**config.mk**
```make
export PLATFORM = sky130hd
export DESIGN_NAME = button_sel_conditioner
export DESIGN_NICKNAME = d
export VERILOG_FILES = /design/src/rtl/btn_pkg.sv /design/src/rtl/button_debounce.sv /design/src/rtl/button_sel_conditioner.sv
export SDC_FILE = /design/constraint.sdc
export NUM_CORES = 1
export LEC_CHECK = 0
export ABC_CLOCK_PERIOD_IN_PS = 4120
export CAP_MARGIN = 20
export CORE_ASPECT_RATIO = 1.25
export CORE_UTILIZATION = 56
export CTS_CLUSTER_DIAMETER = 30
export CTS_CLUSTER_SIZE = 12
export DETAILED_ROUTE_END_ITERATION = 6
export HOLD_SLACK_MARGIN = 0.12
export MAX_ROUTING_LAYER = met4
export PLACE_DENSITY = 0.72
export SLEW_MARGIN = 40
export SYNTH_ARGS = -nofsm -noshare
export SYNTH_HDL_FRONTEND = slang
export SYNTH_SLANG_ARGS = --single-unit
```
**constraint.sdc**
```tcl
create_clock -name clk -period 4.12 [get_ports clk]
set_input_delay 0.824 -clock clk [delete_from_list [all_inputs] [get_ports clk]]
set_output_delay 0.824 -clock clk [all_outputs]
set_load 0.1 [all_outputs]
```
**src/rtl/btn_pkg.sv**
```systemverilog
// Shared constants for the push-button select conditioner.
//   SEL_W   : width of the mux/demux select registers
//   BTN_*   : bit positions of each button inside the 5-bit press/raw vectors ({C,R,D,U,L})
//   NUM_BTN : number of buttons handled
package btn_pkg;

  localparam int unsigned SEL_W   = 2;
  localparam int unsigned NUM_BTN = 5;

  localparam int unsigned BTN_L = 0;
  localparam int unsigned BTN_U = 1;
  localparam int unsigned BTN_D = 2;
  localparam int unsigned BTN_R = 3;
  localparam int unsigned BTN_C = 4;

endpackage

```
**src/rtl/button_debounce.sv**
```systemverilog
// Single-button conditioner: 2-flop synchroniser, stability-counter debounce and
// registered rising-edge detect.
//   clk        : system clock
//   rst        : asynchronous, active-high reset
//   raw        : raw button input, asynchronous to clk
//   level      : debounced button level
//   rise_pulse : one-cycle pulse, registered, the cycle after level rises
module button_debounce #(
  parameter int unsigned DEBOUNCE_CYCLES = 1_000_000
) (
  input  logic clk,
  input  logic rst,
  input  logic raw,
  output logic level,
  output logic rise_pulse
);

  localparam int unsigned CNT_W = $clog2(DEBOUNCE_CYCLES + 1);

  logic             sync1_q, sync2_q;
  logic             level_q, level_d;
  logic             level_prev_q;
  logic             rise_q, rise_d;
  logic [CNT_W-1:0] cnt_q, cnt_d;

  // The counter only runs while the synced input disagrees with the debounced level;
  // any agreement (a bounce back) restarts it from zero.
  always_comb begin
    level_d = level_q;
    cnt_d   = '0;
    if (sync2_q != level_q) begin
      if (cnt_q == CNT_W'(DEBOUNCE_CYCLES)) begin
        level_d = sync2_q;
      end else begin
        cnt_d = cnt_q + CNT_W'(1);
      end
    end
    rise_d = level_q & ~level_prev_q;
  end

  always_ff @(posedge clk or posedge rst) begin
    if (rst) begin
      sync1_q      <= 1'b0;
      sync2_q      <= 1'b0;
      level_q      <= 1'b0;
      level_prev_q <= 1'b0;
      rise_q       <= 1'b0;
      cnt_q        <= '0;
    end else begin
      sync1_q      <= raw;
      sync2_q      <= sync1_q;
      level_q      <= level_d;
      level_prev_q <= level_q;
      rise_q       <= rise_d;
      cnt_q        <= cnt_d;
    end
  end

  assign level      = level_q;
  assign rise_pulse = rise_q;

endmodule

```
**src/rtl/button_sel_conditioner.sv**
```systemverilog
// Turns the five raw Basys3 buttons into registered mux/demux selects and a shared enable.
//   clk, rst       : system clock, asynchronous active-high reset
//   btnL / btnU    : step mux_sel down / up (mod 4)
//   btnD / btnR    : step demux_sel down / up (mod 4)
//   btnC           : toggle enable
//   mux_sel        : registered select for the mux stage
//   demux_sel      : registered select for the demux stage
//   enable         : registered enable shared by mux and demux (resets to 1)
//   press          : one-cycle press pulses, bit order {C,R,D,U,L}
module button_sel_conditioner
  import btn_pkg::*;
#(
  parameter int unsigned DEBOUNCE_CYCLES = 1_000_000
) (
  input  logic             clk,
  input  logic             rst,
  input  logic             btnL,
  input  logic             btnU,
  input  logic             btnD,
  input  logic             btnR,
  input  logic             btnC,
  output logic [SEL_W-1:0] mux_sel,
  output logic [SEL_W-1:0] demux_sel,
  output logic             enable,
  output logic [NUM_BTN-1:0] press
);

  logic [NUM_BTN-1:0] raw;
  logic [NUM_BTN-1:0] level;
  logic [NUM_BTN-1:0] rise;
  logic               unused_level;

  logic [SEL_W-1:0] mux_sel_q, mux_sel_d;
  logic [SEL_W-1:0] demux_sel_q, demux_sel_d;
  logic             enable_q, enable_d;

  assign raw = {btnC, btnR, btnD, btnU, btnL};

  for (genvar i = 0; i < NUM_BTN; i++) begin : g_btn
    button_debounce #(
      .DEBOUNCE_CYCLES(DEBOUNCE_CYCLES)
    ) u_debounce (
      .clk       (clk),
      .rst       (rst),
      .raw       (raw[i]),
      .level     (level[i]),
      .rise_pulse(rise[i])
    );
  end

  // Debounced levels are only needed for status; steering uses the press pulses.
  assign unused_level = ^level;

  // Opposing presses in the same cycle cancel rather than racing.
  always_comb begin
    mux_sel_d   = mux_sel_q;
    demux_sel_d = demux_sel_q;
    enable_d    = enable_q;

    case ({rise[BTN_U], rise[BTN_L]})
      2'b10:   mux_sel_d = mux_sel_q + SEL_W'(1);
      2'b01:   mux_sel_d = mux_sel_q - SEL_W'(1);
      default: mux_sel_d = mux_sel_q;
    endcase

    case ({rise[BTN_R], rise[BTN_D]})
      2'b10:   demux_sel_d = demux_sel_q + SEL_W'(1);
      2'b01:   demux_sel_d = demux_sel_q - SEL_W'(1);
      default: demux_sel_d = demux_sel_q;
    endcase

    if (rise[BTN_C]) begin
      enable_d = ~enable_q;
    end
  end

  always_ff @(posedge clk or posedge rst) begin
    if (rst) begin
      mux_sel_q   <= '0;
      demux_sel_q <= '0;
      enable_q    <= 1'b1;
    end else begin
      mux_sel_q   <= mux_sel_d;
      demux_sel_q <= demux_sel_d;
      enable_q    <= enable_d;
    end
  end

  assign mux_sel   = mux_sel_q;
  assign demux_sel = demux_sel_q;
  assign enable    = enable_q;
  assign press     = rise;

endmodule

```
==> flow_metrics.tcl, run 1 <==
set metrics [dict create \
    status "complete, no violations" \
    r2r-end "g_btn[0].u_debounce.cnt_q[3]" \
    antenna_found_initial 0 \
    grt_max_degree 73 \
    syn-num-nets 631 \
    p_leak_nw 3.00 \
    cts_hold_buf 0 \
    fmax_ghz 0.443 \
    ys_types 43 \
    grt_pass1_wl_um 19900 \
    critPathCapture "g_btn[0].u_debounce.cnt_q[3]" \
    multi_input_area_mm2 0.00276 \
    globalplace.congestion 0.833 \
    startpoint_type "flop" \
    totalWireLength_um 11500 \
    synth_cells 612 \
    drc_errors 0 \
    coreArea_mm2 0.0107 \
    ctsResizeCount 0 \
    comb_power_share_pct 2.8 \
    rows 42 \
    ff2ff_path_depth 7 \
    ir_drop_uv 242 \
    fin_skew_ps 6.32 \
    cts-buffers-inserted 17 \
    netlist.top_cell.by_area "dfrtp_1" \
    postRouteAntennaNets 0 \
    tns_ps 0 \
    wl_per_cell_um 14.8 \
    htree_num_levels 4 \
    synth.cells.most_frequent "dfrtp_1, nor2_1, xnor2_1, nand3_1, xor2_1" \
    met2_usage_pct 37.8 \
    synth.area.top_cells "dfrtp_1, xnor2_1, nor2_1" \
    synth_most_common_cell "dfrtp_1" \
    cts_root_buffer "clkbuf_16" \
    synth_enable_flop_cells 0 \
    rsz0062_at_grt "no" \
    detailed_place_hpwl_um 7470 \
    holdCritPathClass "reg -> reg" \
    r2r-start "g_btn[0].u_debounce.cnt_q[0]" \
    cap_violations 0 \
    synth_warnings 0 \
    swShare_pct 19.8 \
    p_seq_share_pct 43.2 \
    postLayoutCoreUtil_pct 66.5 \
    clock_path_buffers 2 \
    cp-startpoint "g_btn[0].u_debounce.cnt_q[0]" \
    synthesis.area_mm2 0.00622 \
    initial_utilization_pct 58.0 \
    met3_usage_pct 5.83 \
    maxSlewViolCount 0 \
    internal-power_w 0.00244 \
    synthFlopType "dfrtp_1" \
    cts_setup_buffers 0 \
    end_kind "flop" \
    fp.dieW_um 96.3 \
    grt_pass1_vias 4534 \
    drt_iter0_drc 243 \
    grtUsageTotal_pct 23.2 \
    cp_max_fo 12 \
    fill_cells 829 \
    crit_arrival_ps 2560 \
    seq_area_frac_synth_pct 52.3 \
    port_buffers 16 \
    drt-vias-per-instance 5.72 \
    rrSetupSlack_ps 1860 \
    finalHoldViolations 0 \
    use_met1_pct 26.6 \
    synth-seq-cells 130 \
    nNetsFinal 653 \
    async_reset_ff_share_pct 100 \
    clkSlewWorstSetupHoldPaths_ps 50 \
    final-setup-viol-count 0 \
    diodes 0 \
    clock_latency_ps 410 \
    powerDensity_mw_per_mm2 427 \
    synth.avg_cell_area_um2 10.2 \
    synthDominantCellAreaShare_pct 51.9 \
    overflow 0 \
    fp.dieArea_mm2 0.0115 \
    fp.dieH_um 120 \
    drive_gt1_share_pct 10.1 \
    crit_type "reg -> reg" \
    vias 4452 \
    io_pins 17 \
    cts_sinks 130 \
    period_minus_slack_ps 2260 \
    area.sequential_mm2 0.00325 \
    firstDrtPassIters 5 \
    cts_tree "built" \
    required_ps 4420 \
    power.total_w 0.00304 \
    period_share_pct 54.8 \
    pwr-share-clk_pct 53.9 \
    tightestPinTransition_ps 738 \
    relSlewSlack_pct 50.8 \
    area_delta_synth_final_pct 14.5 \
    busiest_layer "met2" \
    netSwitchingPower_w 0.000601 \
]
registers in the layout, summed over array words and instances, names as in the netlist, 2 cells and up:
signal / cells
g_btn.u_debounce.level: 5
g_btn.u_debounce.sync2_q: 5
mux_sel: 2
g_btn.u_debounce.sync1_q: 5
g_btn.u_debounce.level_prev_q: 5
demux_sel: 2
g_btn.u_debounce.rise_pulse: 5
g_btn.u_debounce.cnt_q: 100
worst min path at each step:
stage          cells after the start                     endpoint  slack (ps)                         from
3_3_place_gp                       0  g_btn[1].u_debounce.sync2_q         330  g_btn[1].u_debounce.sync1_q
6_report                           0  g_btn[0].u_debounce.sync2_q         350  g_btn[0].u_debounce.sync1_q
5_1_grt                            0  g_btn[0].u_debounce.sync2_q         360  g_btn[0].u_debounce.sync1_q
4_1_cts                            0  g_btn[0].u_debounce.sync2_q         350  g_btn[0].u_debounce.sync1_q
3_5_place_dp                       0  g_btn[0].u_debounce.sync2_q         340  g_btn[0].u_debounce.sync1_q
2_1_floorplan                      0  g_btn[0].u_debounce.sync2_q         330  g_btn[0].u_debounce.sync1_q
kinds of logic (layout without fill, tap and decap cells):
logic type	after synthesis	count (layout)	synth area share, %
and+or+nand+nor	288	288	25.0
xor gates and xnor gates	81	81	11.4
muxes	8	8	1.39
adders and majority gates	12	12	2.41
buffers and inverters	49	83	3.42
DFF	130	130	52.3
AOI/OAI and AO/OA	44	44	4.04
layer usage:
layer,part of all wire [%],wire length [um]
met5,0,0
met4,1.6,187
met3,2.3,261
met2,52,6020
met1,44,5030
power groups by stage:
stage / Sequential, W / Clock (W) / Combinational (W)
3_5_place_dp: 0.00134 / 0 / 0.0000871
5_1_grt: 0.00132 / 0.00173 / 0.000103
6_report: 0.00131 / 0.00164 / 0.0000866
4_1_cts: 0.00131 / 0.00167 / 0.0000880
2_1_floorplan: 0.00133 / 0 / 0.0000627
3_3_place_gp: 0.00133 / 0 / 0.0000841
cell type report:
| class | instances | area share [%] |
|---|---|---|
| timing repair buffer | 22 | 2.53 |
| clock inverter | 10 | 2.53 |
| multi-input combinational | 433 | 38.7 |
| clock buffer | 21 | 6.60 |
| tap | 132 | 2.32 |
| sequential | 130 | 45.7 |
| inverter | 30 | 1.63 |
cell usage in the layout (no fill, tap or decap), types with 10 or more instances in the layout:
cell       instances
nor4b_1           13
o21ai_0           11
nor2_1            95
nand3_1           36
a21oi_1           18
xor2_1            34
nor3_1            14
nor4_1            16
ha_1              12
dfrtp_1          129
clkbuf_16         17
inv_1             29
and3_1            10
nand4_1           33
nand2_1           24
xnor2_1           47
buf_2             10
critical path, stage by stage, from the launching register on:
cell      delay [ps]
dfrtp_1          430
inv_1             80
ha_1             150
nor4bb_1         320
nand4b_1         190
o21ai_1          600
buf_4            300
nor2_1            70
through the flow:
step / setup WS [ps] / area, um^2 / instances / hold slack (ps)
2_1_floorplan: 1690 / 6220 / 612 / 331
3_3_place_gp: 1660 / 6500 / 746 / 335
3_5_place_dp: 1890 / 6450 / 746 / 338
4_1_cts: 1810 / 7100 / 777 / 351
5_1_grt: 1660 / 7120 / 778 / 364
6_report: 1860 / 7120 / 778 / 347
Power figures use the tool's default switching activity.
==> run 2: changes to the inputs <==
- ABC_CLOCK_PERIOD_IN_PS: 4120 -> 2050
- clock period: 4.12 -> 2.05 ns (I/O delays scaled with it)
==> flow_metrics.tcl, run 2 (same netlist as run 1, synthesis figures left out) <==
set metrics [dict create \
    holdCritPathClass "reg -> reg" \
    cap_violations 0 \
    drive_gt1_share_pct 10.2 \
    period_minus_slack_ps 1860 \
    tns_ps 0 \
    comb_power_share_pct 3.0 \
    pwr-share-clk_pct 51.5 \
    clock_path_buffers 2 \
    nNetsFinal 660 \
    fp.dieW_um 96.3 \
    r2r-end "g_btn[4].u_debounce.cnt_q[18]" \
    cts_hold_buf 0 \
    tightestPinTransition_ps 586 \
    totalWireLength_um 11300 \
    cts_setup_buffers 0 \
    ff2ff_path_depth 5 \
    coreArea_mm2 0.0107 \
    cts_sinks 130 \
    fin_skew_ps 9.34 \
    hp-start "g_btn[1].u_debounce.sync1_q" \
    ir_drop_uv 499 \
    detailed_place_hpwl_um 7550 \
    rrSetupSlack_ps 190 \
    hold_depth 0 \
    area.sequential_mm2 0.00325 \
    fmax_ghz 0.537 \
    fp.dieArea_mm2 0.0115 \
    cts_tree "built" \
    relSlewSlack_pct 60.6 \
    postLayoutCoreUtil_pct 66.7 \
    grtUsageTotal_pct 22.7 \
    clkSlewWorstSetupHoldPaths_ps 60 \
    swShare_pct 20.3 \
    fp.dieH_um 120 \
    end_kind "flop" \
    firstDrtPassIters 4 \
    crit_slowest_cell "or4_1" \
    drt_iter0_drc 159 \
    final-setup-viol-count 0 \
    initial_utilization_pct 58.0 \
    final_common_cell "dfrtp_1" \
    crit_arrival_ps 2210 \
    io_pins 17 \
    crit_buf_inv 0 \
    cp_max_fo 5 \
    largest_reg_flops 100 \
    diodes 0 \
    status "complete, no violations" \
    grt_pass1_vias 4428 \
    drt-vias-per-instance 5.68 \
    regMostFlops "g_btn.u_debounce.cnt_q" \
    required_ps 2390 \
    path_cells "ha_1, nand3_1, or2_2, or4_1, a21oi_1" \
    path_depth 5 \
    startpoint_type "flop" \
    powerDensity_mw_per_mm2 813 \
    power.total_w 0.00581 \
    hold_end "g_btn[1].u_debounce.sync2_q" \
    internal-power_w 0.00463 \
    netSwitchingPower_w 0.00118 \
    fill_cells 828 \
    cts_root_buffer "clkbuf_16" \
    htree_num_levels 4 \
    antenna_found_initial 0 \
    maxSlewViolCount 0 \
    r2r-start "g_btn[4].u_debounce.cnt_q[0]" \
    grt_max_degree 50 \
    vias 4464 \
    rows 42 \
    port_buffers 16 \
    postRouteAntennaNets 0 \
    drc_errors 0 \
    ctsResizeCount 0 \
    rsz0062_at_grt "no" \
    clock_latency_ps 410 \
    grt_pass1_wl_um 19700 \
    wl_per_cell_um 14.4 \
    area_delta_synth_final_pct 14.9 \
    cts-buffers-inserted 17 \
    cp_top_family "simple AND/OR/NAND/NOR gates" \
    final_cell_mix "dfrtp_1, nor2_1, xnor2_1" \
    overflow 0 \
    globalplace.congestion 0.893 \
    p_leak_nw 3.00 \
    p_seq_share_pct 45.4 \
    finalHoldViolations 0 \
    multi_input_area_mm2 0.00275 \
    period_share_pct 90.9 \
    cp_slowest_stage_delay_ps 480 \
    crit_type "reg -> reg" \
]
-- run 2: worst max path at each step --
stage	startpoint	end
6_report	g_btn[4].u_debounce.cnt_q[0]	g_btn[4].u_debounce.cnt_q[18]
5_1_grt	g_btn[0].u_debounce.cnt_q[0]	g_btn[0].u_debounce.cnt_q[18]
4_1_cts	g_btn[4].u_debounce.cnt_q[0]	g_btn[4].u_debounce.cnt_q[18]
3_5_place_dp	g_btn[4].u_debounce.cnt_q[0]	g_btn[4].u_debounce.cnt_q[18]
3_3_place_gp	g_btn[3].u_debounce.cnt_q[0]	g_btn[3].u_debounce.cnt_q[18]
2_1_floorplan	rst	demux_sel[0]
-- run 2: power groups by stage --
stage,registers [W],clock network [W],logic [W]
after floorplan,0.00267,0,0.000126
after global placement,0.00268,0,0.000180
after detailed placement,0.00268,0,0.000182
after CTS,0.00264,0.00307,0.000183
after global routing,0.00264,0.00317,0.000208
final,0.00264,0.00300,0.000177
-- run 2: metal layers --
layer	track usage, %	wire length (um)	vias up	part of all wire (%)
li1	-	-	2203	-
met1	26.5	5070	2188	45
met2	37.3	5780	54	51
met3	5.58	300	19	2.6
met4	9.05	179	0	1.6
met5	-	0	-	0
-- run 2: cell type report --
type / count / area share, %
clock buffer: 25 / 6.65
tap: 132 / 2.31
sequential: 130 / 45.5
multi-input combinational: 433 / 38.5
clock inverter: 7 / 1.54
inverter: 30 / 1.63
timing repair buffer: 29 / 3.78
-- run 2: stage by stage --
| step | area (um^2) | hold WS, ps | setup slack, ps | cells |
|---|---|---|---|---|
| final | 7150 | 349 | 186 | 786 |
| after floorplan | 6220 | 331 | 31.6 | 612 |
| after CTS | 7150 | 352 | 189 | 786 |
| after global placement | 6560 | 332 | 263 | 754 |
| after detailed placement | 6560 | 340 | 182 | 754 |
| after global routing | 7150 | 362 | 81.0 | 786 |
==> run 3: changes to the inputs <==
- CORE_UTILIZATION: 56 -> 57
- DONT_BUFFER_PORTS: default -> 1
- PLACE_DENSITY: 0.72 -> 0.71
==> flow_metrics.tcl, run 3 (same netlist as run 1, synthesis figures left out) <==
set metrics [dict create \
    met3_usage_pct 4.63 \
    busiest_layer "met2" \
    io_pins 17 \
    netSwitchingPower_w 0.00117 \
    ff2ff_path_depth 5 \
    startpoint_type "flop" \
    cap_violations 0 \
    grt_pass1_wl_um 19400 \
    path_depth 5 \
    r2r-start "g_btn[4].u_debounce.cnt_q[0]" \
    clkSlewWorstSetupHoldPaths_ps 50 \
    rows 42 \
    r2r-end "g_btn[4].u_debounce.cnt_q[18]" \
    port_buffers 0 \
    regMostFlops "g_btn.u_debounce.cnt_q" \
    postRouteAntennaNets 0 \
    largest_reg_flops 100 \
    fp.dieW_um 95.4 \
    period_minus_slack_ps 1880 \
    holdCritPathClass "reg -> reg" \
    drc_errors 0 \
    final_common_cell "dfrtp_1" \
    swShare_pct 20.5 \
    firstDrtPassIters 6 \
    tightestPinTransition_ps 653 \
    drt-vias-per-instance 5.63 \
    status "complete, no violations" \
    final-setup-viol-count 0 \
    rrSetupSlack_ps 170 \
    cp-startpoint "g_btn[4].u_debounce.cnt_q[0]" \
    fin_skew_ps 8.04 \
    period_share_pct 91.8 \
    vias 4420 \
    pwr-share-clk_pct 50.8 \
    cts_tree "built" \
    fmax_ghz 0.531 \
    hp-start "g_btn[2].u_debounce.sync1_q" \
    grt_max_degree 66 \
    postLayoutCoreUtil_pct 67.0 \
    cts-buffers-inserted 17 \
    internal-power_w 0.00455 \
    fp.dieH_um 119 \
    crit_arrival_ps 2220 \
    cts_sinks 130 \
    crit_type "reg -> reg" \
    p_leak_nw 2.99 \
    detailed_place_hpwl_um 7450 \
    cts_root_buffer "clkbuf_16" \
    cp_slowest_stage_delay_ps 490 \
    fp.dieArea_mm2 0.0113 \
    final_cell_mix "dfrtp_1, nor2_1, xnor2_1" \
    critPathCapture "g_btn[4].u_debounce.cnt_q[18]" \
    cp_max_fo 5 \
    cts_setup_buffers 0 \
    end_kind "flop" \
    hold_depth 0 \
    relSlewSlack_pct 56.1 \
    use_met1_pct 27.5 \
    antenna_found_initial 0 \
    totalWireLength_um 11200 \
    crit_slowest_cell "or4_1" \
    p_seq_share_pct 46.1 \
    met2_usage_pct 36.5 \
    finalHoldViolations 0 \
    overflow 0 \
    required_ps 2380 \
    clock_path_buffers 2 \
    powerDensity_mw_per_mm2 805 \
    diodes 0 \
    wl_per_cell_um 14.2 \
    globalplace.congestion 0.881 \
    ir_drop_uv 564 \
    rsz0062_at_grt "no" \
    comb_power_share_pct 3.0 \
    htree_num_levels 4 \
    maxSlewViolCount 0 \
    tns_ps 0 \
    cp_top_family "simple AND/OR/NAND/NOR gates" \
    coreArea_mm2 0.0106 \
    nNetsFinal 659 \
    path_cells "ha_1, nand3_1, or2_2, or4_1, a21oi_1" \
    area_delta_synth_final_pct 14.3 \
    drt_iter0_drc 199 \
    grtUsageTotal_pct 22.6 \
    crit_buf_inv 0 \
    drive_gt1_share_pct 10.4 \
    clock_latency_ps 410 \
    initial_utilization_pct 58.6 \
    fill_cells 830 \
    grt_pass1_vias 4427 \
]
[run 3: cell count changes in the layout (fill, tap and decap cells not counted), sizes merged, moves of 2 or more]
cell / delta
clkinv: -2
clkdlybuf4s50: -6
bufinv: -2
dlygate4sd3: +6
clkbuf: +3
[run 3: layer usage]
layer / up-vias / part of all wire [%]
met2: 55 / 51
li1: 2188 / -
met3: 16 / 2.2
met4: 0 / 1.9
met1: 2161 / 45
met5: - / 0
[run 3: worst register-to-register path: stages, from the launching register on]
cell and delay (ps):
dfrtp_1 400, ha_1 260, nand3_1 150, or2_2 350
or4_1 490, a21oi_1 160
[run 3: worst min path at each step]
stage                                         end
floorplan             g_btn[0].u_debounce.sync2_q
global placement     g_btn[3].u_debounce.cnt_q[9]
detailed placement  g_btn[3].u_debounce.cnt_q[10]
CTS                   g_btn[2].u_debounce.sync2_q
global route          g_btn[2].u_debounce.sync2_q
finish                g_btn[2].u_debounce.sync2_q
[run 3: area by class of cell]
class | instances | area [um^2] | share of cell area [%]
Clock inverter | 4 | 47.5 | 0.669
Sequential cell | 130 | 3250 | 45.8
Multi-Input combinational cell | 433 | 2750 | 38.7
Inverter | 30 | 116 | 1.64
Clock buffer | 28 | 537 | 7.55
Tap cell | 132 | 165 | 2.32
Timing Repair Buffer | 28 | 238 | 3.34
[run 3: through the flow]
stage | worst slack, ps | area [um^2] | std cells | power [W] | hold slack, ps
floorplan | 31.6 | 6220 | 612 | 0.00280 | 331
global route | 35.1 | 7110 | 785 | 0.00592 | 348
detailed placement | 183 | 6470 | 747 | 0.00285 | 301
finish | 168 | 7110 | 785 | 0.00572 | 346
CTS | 158 | 7110 | 785 | 0.00579 | 348
global placement | 278 | 6470 | 747 | 0.00284 | 295
[run 3: power by group through the flow]
stage                     combinational (W)  sequential (W)  clock [W]
after CTS                          0.000180         0.00264    0.00297
after global placement             0.000162         0.00268          0
after floorplan                    0.000126         0.00267          0
after global routing               0.000200         0.00264    0.00307
final                              0.000172         0.00264    0.00291
after detailed placement           0.000169         0.00268          0
[run 3: timing repair]
item / 4_1_cts / 5_1_grt
hold endpoints to repair: 20 / 0
resized for setup: 0 / 0
hold buffers: 6 / 0
